==> config.mk <==
export PLATFORM = sky130hd
export DESIGN_NAME = mem_arbiter
export DESIGN_NICKNAME = d
export VERILOG_FILES = /design/src/rtl/mem_arbiter.sv
export SDC_FILE = /design/constraint.sdc
export NUM_CORES = 1
export LEC_CHECK = 0
export CORE_UTILIZATION = 37
export CTS_BUF_LIST = sky130_fd_sc_hd__clkbuf_8
export CTS_CLUSTER_DIAMETER = 30
export DETAILED_ROUTE_END_ITERATION = 10
export MAX_ROUTING_LAYER = met4
export PLACE_DENSITY = 0.81
export SETUP_SLACK_MARGIN = 0.1
export SYNTH_ARGS = -nofsm -noshare
export SYNTH_HDL_FRONTEND = slang
export SYNTH_SLANG_ARGS = --single-unit
export TNS_END_PERCENT = 100
==> constraint.sdc <==
create_clock -name clk -period 1.54 [get_ports clk]
set_input_delay 0.308 -clock clk [delete_from_list [all_inputs] [get_ports clk]]
set_output_delay 0.308 -clock clk [all_outputs]
set_load 0.1 [all_outputs]
==> src/rtl/mem_arbiter.sv <==
// mem_arbiter: shares one synchronous single-port RAM between the i8080 CPU
// and the DMA/loader port. Every access walks IDLE -> ISSUE -> CAPT -> ACK so
// the one-cycle registered RAM read latency is absorbed inside the arbiter.
// The CPU has fixed priority. A saturating wait counter forces a DMA grant
// once the DMA port has lost DMA_MAX_WAIT arbitrations in a row.
module mem_arbiter #(
  parameter int ADDR_WIDTH   = 13,
  parameter int DATA_WIDTH   = 8,
  parameter int DMA_MAX_WAIT = 4
) (
  input  logic                  clk,
  input  logic                  reset,
  input  logic                  cpu_req,
  input  logic                  cpu_we,
  input  logic [ADDR_WIDTH-1:0] cpu_addr,
  input  logic [DATA_WIDTH-1:0] cpu_wdata,
  output logic [DATA_WIDTH-1:0] cpu_rdata,
  output logic                  cpu_ack,
  input  logic                  dma_req,
  input  logic                  dma_we,
  input  logic [ADDR_WIDTH-1:0] dma_addr,
  input  logic [DATA_WIDTH-1:0] dma_wdata,
  output logic [DATA_WIDTH-1:0] dma_rdata,
  output logic                  dma_ack,
  output logic [ADDR_WIDTH-1:0] mem_addr,
  output logic [DATA_WIDTH-1:0] mem_data_in,
  output logic                  mem_rd,
  output logic                  mem_we,
  input  logic [DATA_WIDTH-1:0] mem_data_out
);

  typedef enum logic [1:0] {
    ST_IDLE  = 2'd0,
    ST_ISSUE = 2'd1,
    ST_CAPT  = 2'd2,
    ST_ACK   = 2'd3
  } state_t;

  typedef enum logic {
    GNT_CPU = 1'b0,
    GNT_DMA = 1'b1
  } grant_t;

  localparam logic [3:0] MAX_WAIT = 4'(DMA_MAX_WAIT);
  localparam logic [3:0] WAIT_SAT = 4'hF;

  state_t                  state;
  state_t                  state_next;
  grant_t                  grant_r;
  grant_t                  grant_next;
  logic [3:0]              wait_cnt;
  logic [3:0]              wait_cnt_next;
  logic                    load;
  logic                    we_r;
  logic [DATA_WIDTH-1:0]   rdata_r;
  logic                    sel_we;
  logic [ADDR_WIDTH-1:0]   sel_addr;
  logic [DATA_WIDTH-1:0]   sel_wdata;

  // Control registers: FSM state, current grant owner and DMA starvation count.
  always_ff @(posedge clk) begin
    if (reset) begin
      state    <= ST_IDLE;
      grant_r  <= GNT_CPU;
      wait_cnt <= '0;
    end else begin
      state    <= state_next;
      grant_r  <= grant_next;
      wait_cnt <= wait_cnt_next;
    end
  end

  // Next-state, arbitration and RAM/ack strobes; strobes decode the current state.
  always_comb begin
    state_next    = state;
    grant_next    = grant_r;
    wait_cnt_next = wait_cnt;
    load          = 1'b0;
    mem_rd        = 1'b0;
    mem_we        = 1'b0;
    cpu_ack       = 1'b0;
    dma_ack       = 1'b0;

    case (state)
      ST_IDLE: begin
        if (cpu_req || dma_req) begin
          load       = 1'b1;
          state_next = ST_ISSUE;
          if (dma_req && (!cpu_req || (wait_cnt >= MAX_WAIT))) begin
            grant_next    = GNT_DMA;
            wait_cnt_next = '0;
          end else begin
            grant_next = GNT_CPU;
            if (dma_req && (wait_cnt != WAIT_SAT)) begin
              wait_cnt_next = wait_cnt + 4'd1;
            end
          end
        end
      end
      ST_ISSUE: begin
        state_next = ST_CAPT;
        mem_rd     = ~we_r;
        mem_we     = we_r & ~reset;
      end
      ST_CAPT: begin
        state_next = ST_ACK;
      end
      ST_ACK: begin
        state_next = ST_IDLE;
        cpu_ack    = (grant_r == GNT_CPU);
        dma_ack    = (grant_r == GNT_DMA);
      end
      default: begin
        state_next = ST_IDLE;
      end
    endcase
  end

  // Steer the winning port's request fields toward the latch registers.
  always_comb begin
    sel_we    = cpu_we;
    sel_addr  = cpu_addr;
    sel_wdata = cpu_wdata;
    if (grant_next == GNT_DMA) begin
      sel_we    = dma_we;
      sel_addr  = dma_addr;
      sel_wdata = dma_wdata;
    end
  end

  // Latch the granted request and capture read data one cycle after mem_rd.
  always_ff @(posedge clk) begin
    if (reset) begin
      mem_addr    <= '0;
      mem_data_in <= '0;
      we_r        <= 1'b0;
      rdata_r     <= '0;
    end else begin
      if (load) begin
        mem_addr    <= sel_addr;
        mem_data_in <= sel_wdata;
        we_r        <= sel_we;
      end
      if ((state == ST_CAPT) && !we_r) begin
        rdata_r <= mem_data_out;
      end
    end
  end

  assign cpu_rdata = rdata_r;
  assign dma_rdata = rdata_r;

endmodule

==> flow_metrics.py <==
metrics = {
    "run_status": {
        "outcome": "finished with violations",
        "violations": "setup timing",
    },
    "detailed_routing": {
        "drt_iter0_drc": 84,
        "drc": 0,
        "routed.top_layer": "met4",
        "vias_per_cell": 5.48,
        "wl_met1_um": 2840,
        "routed_wl_um": 7180,
        "wl_met2_um": 3680,
        "dr.pass1.iters": 5,
        "postRouteAntennaNets": 0,
        "via_count": 2108,
        "wl_per_cell_um": 18.7,
        "wl_met3_um": 517,
    },
    "finish": {
        "area_delta_synth_final_pct": 110,
        "fillCellCount": 266,
        "drive_above_1_share_pct": 43.1,
        "diodes": 0,
        "nets": 378,
        "finish.utilization_pct": 82.4,
    },
    "clocking": {
        "root_buffer": "clkbuf_8",
        "cts_sinks": 37,
        "tritoncts": "done",
        "numCtsBuffers": 5,
        "clkTransAtPathRegs_ns": 0.07,
        "h-tree-depth": 2,
        "cts_max_path_buffers": 2,
        "ctsHoldBuffers": 0,
        "clkLatencyLatePin_ns": 0.30,
    },
    "timing": {
        "period_share_pct": 104,
        "maxSlewHeadroom_pct": 72.3,
        "setup_ws_ns": -0.0613,
        "fmax_ghz": 0.625,
        "fin_skew_ns": 0.00591,
        "finalHoldViolCount": 0,
        "drv_slew": 0,
        "rsz0062_at_grt": "yes",
        "tightest_slew_ns": 0.416,
        "setup_viol": 6,
        "fin_crit_ns": 1.60,
    },
    "pwr": {
        "comb_power_share_pct": 70.8,
        "sw_frac_of_total_pct": 49.2,
        "power.switching_mw": 4.19,
        "p_leak_nw": 1.50,
        "vdd_drop_max_mv": 1.37,
        "finalPower_mw": 8.52,
        "p_int_mw": 4.33,
        "sequentialPowerShare_pct": 18.9,
        "powerDensity_nw_per_um2": 2160,
        "clock_power_share_pct": 10.3,
    },
    "critical_path": {
        "crit_fanout": 2,
        "cp-start-kind": "flop",
        "crit_required_ns": 1.23,
        "endpoint_kind": "output pin",
        "crit_arrival_ns": 1.29,
        "crit_type": "reg2out",
    },
    "grt": {
        "grt_pass1_vias": 1908,
        "antenna_found_initial": 0,
        "grtUsageTotal_pct": 22.6,
        "overflow": 0,
        "grt_max_degree": 29,
        "grt_pass1_wl_um": 9000,
    },
    "logic_synthesis": {
        "synthCells": 210,
        "synth_top_family_by_area": "compound AO/OA/AOI/OAI gates",
        "synth-compound-area-share_pct": 21.6,
        "synth-edff-count": 0,
        "synth-seq-cells": 37,
        "avgSynthCellArea_um2": 8.93,
        "ys_types": 33,
        "synth-simple-area-share_pct": 18.5,
        "async_reset_ff_share_pct": 0,
        "yosysWarningCount": 0,
        "netlist_area_um2": 1870,
        "synthFlopType": "dfxtp_1",
        "synth-adder-area-share_pct": 3.34,
        "synth_nets": 271,
        "synthMuxAreaShare_pct": 4.81,
        "seq_area_frac_synth_pct": 39.5,
        "synth_xor_area_share_pct": 0.935,
    },
    "die": {
        "dieArea_um2": 5350,
        "coreArea_um2": 4790,
        "dieWidth_um": 73.2,
        "die-height_um": 73.2,
        "initial_core_util_pct": 39.2,
        "rows": 25,
        "num_io_pins": 97,
    },
    "placed_design": {
        "gp_congestion": 0.731,
        "dp_hpwl_um": 4140,
        "portBuffers": 96,
    },
    "min_path": {
        "hold_path_class": "in2reg",
    },
    "run": {
        "maxCapViolations": 0,
    },
}
[sequential cells by signal, indices dropped and copies added (netlist names), named ones only]
signal / flops
we_r: 1
wait_cnt: 4
mem_data_in: 8
mem_addr: 13
state: 2
cpu_rdata: 8
[power by group through the flow]
| stage | Clock [mW] | Sequential, mW | Combinational, mW |
|---|---|---|---|
| after CTS | 0.881 | 1.59 | 5.12 |
| after global placement | 0 | 1.59 | 4.90 |
| after detailed placement | 0 | 1.60 | 4.99 |
| after floorplan | 0 | 3.13 | 1.63 |
| final | 0.874 | 1.61 | 6.04 |
| after global routing | 0.930 | 1.64 | 6.21 |
[worst paths after layout]
| path | from | end | slack (ns) | cells after the start |
|---|---|---|---|---|
| max reg2reg | state[1]$_SDFFE_PP0P_ | mem_data_in[0]$_SDFFE_PP0P_ | -0.01 | 7 |
| max | state[1]$_SDFFE_PP0P_ | mem_we | -0.06 | 6 |
| min | reset | mem_addr[12]$_SDFFE_PP0P_ | 0.37 | 2 |
| min reg2reg | wait_cnt[1]$_SDFFE_PP0P_ | wait_cnt[1]$_SDFFE_PP0P_ | 0.54 | 2 |
[synth_stat cells, types with 2 or more instances]
cell type,n,area [um2]
buf_4,14,105
nor2_1,34,128
inv_1,4,15.0
buf_2,7,35.0
nor3_1,4,20.0
ha_1,5,62.6
clkbuf_1,5,18.8
buf_6,3,33.8
mux2i_1,9,90.1
a311oi_1,12,105
and2_1,2,12.5
nor3b_1,2,15.0
nor2b_1,3,18.8
nand3_1,22,110
o21ai_0,18,90.1
nand2_1,3,11.3
a311oi_2,9,135
o21ai_1,3,15.0
dfxtp_1,37,741
[metal layers]
layer,vias to the layer above,global-route usage [%]
met5,-,-
li1,967,-
met3,16,5.52
met1,1020,26.5
met4,0,6.75
met2,105,38.2
[what timing repair did]
item,CTS,global route
resized for setup,15,39
setup endpoints to repair,30,32
endpoints found under the hold margin,0,0
setup buffers,0,7
pin swaps,1,23
cloned,0,8
[cell type report]
cell class                 count  area (um2)  share of cell area, %
clock inverter                 2        33.8                  0.857
inverter                       5        18.8                  0.476
multi-input combinational    140        1160                   29.4
clock buffer                   6        82.6                   2.09
timing repair buffer         128        1810                   46.0
tap                           67        83.8                   2.13
sequential                    37         753                   19.1
[layout by cell type, fill, tap and decap left out, types with 4 or more instances in the layout]
cell type and count:
buf_4 12, o21ai_0 17, nand3_2 8, inv_1 4, dfxtp_1 27, a311oi_2 14
clkdlybuf4s50_1 52, clkbuf_16 6, nand3_1 11, nor3_1 4, o21ai_1 4, buf_6 8
a311oi_1 7, dfxtp_2 10, nor2_1 32, clkbuf_8 6, buf_12 45, mux2i_1 9
[worst max-delay path, stage by stage, from the launching register on]
cell and delay [ns]:
dfxtp_2 0.33, inv_2 0.05, buf_6 0.10, ha_4 0.15
nand2_4 0.06, nor2_4 0.12, buf_12 0.18
[through the flow]
step	hold slack (ns)	setup TNS (ns)	cells	setup WS [ns]	area [um2]
after CTS	0.352	-0.0870	370	-0.0610	3530
after detailed placement	0.524	-4.71	362	-0.243	3360
after global routing	0.370	-0.590	385	-0.0997	3940
after floorplan	0.455	0	210	0.00349	1920
final	0.368	-0.131	385	-0.0613	3940
after global placement	0.504	-3.34	362	-0.156	3360
[cell families (layout without fill, tap and decap cells)]
group / count (synthesis) / after routing
and+or+nand+nor: 73 / 74
muxes: 9 / 9
DFF: 37 / 37
buffers and inverters: 34 / 141
xor gates and xnor gates: 2 / 2
adders and majority gates: 5 / 5
AOI/OAI and AO/OA: 50 / 50
No activity file was read; power rests on OpenSTA's default activity.
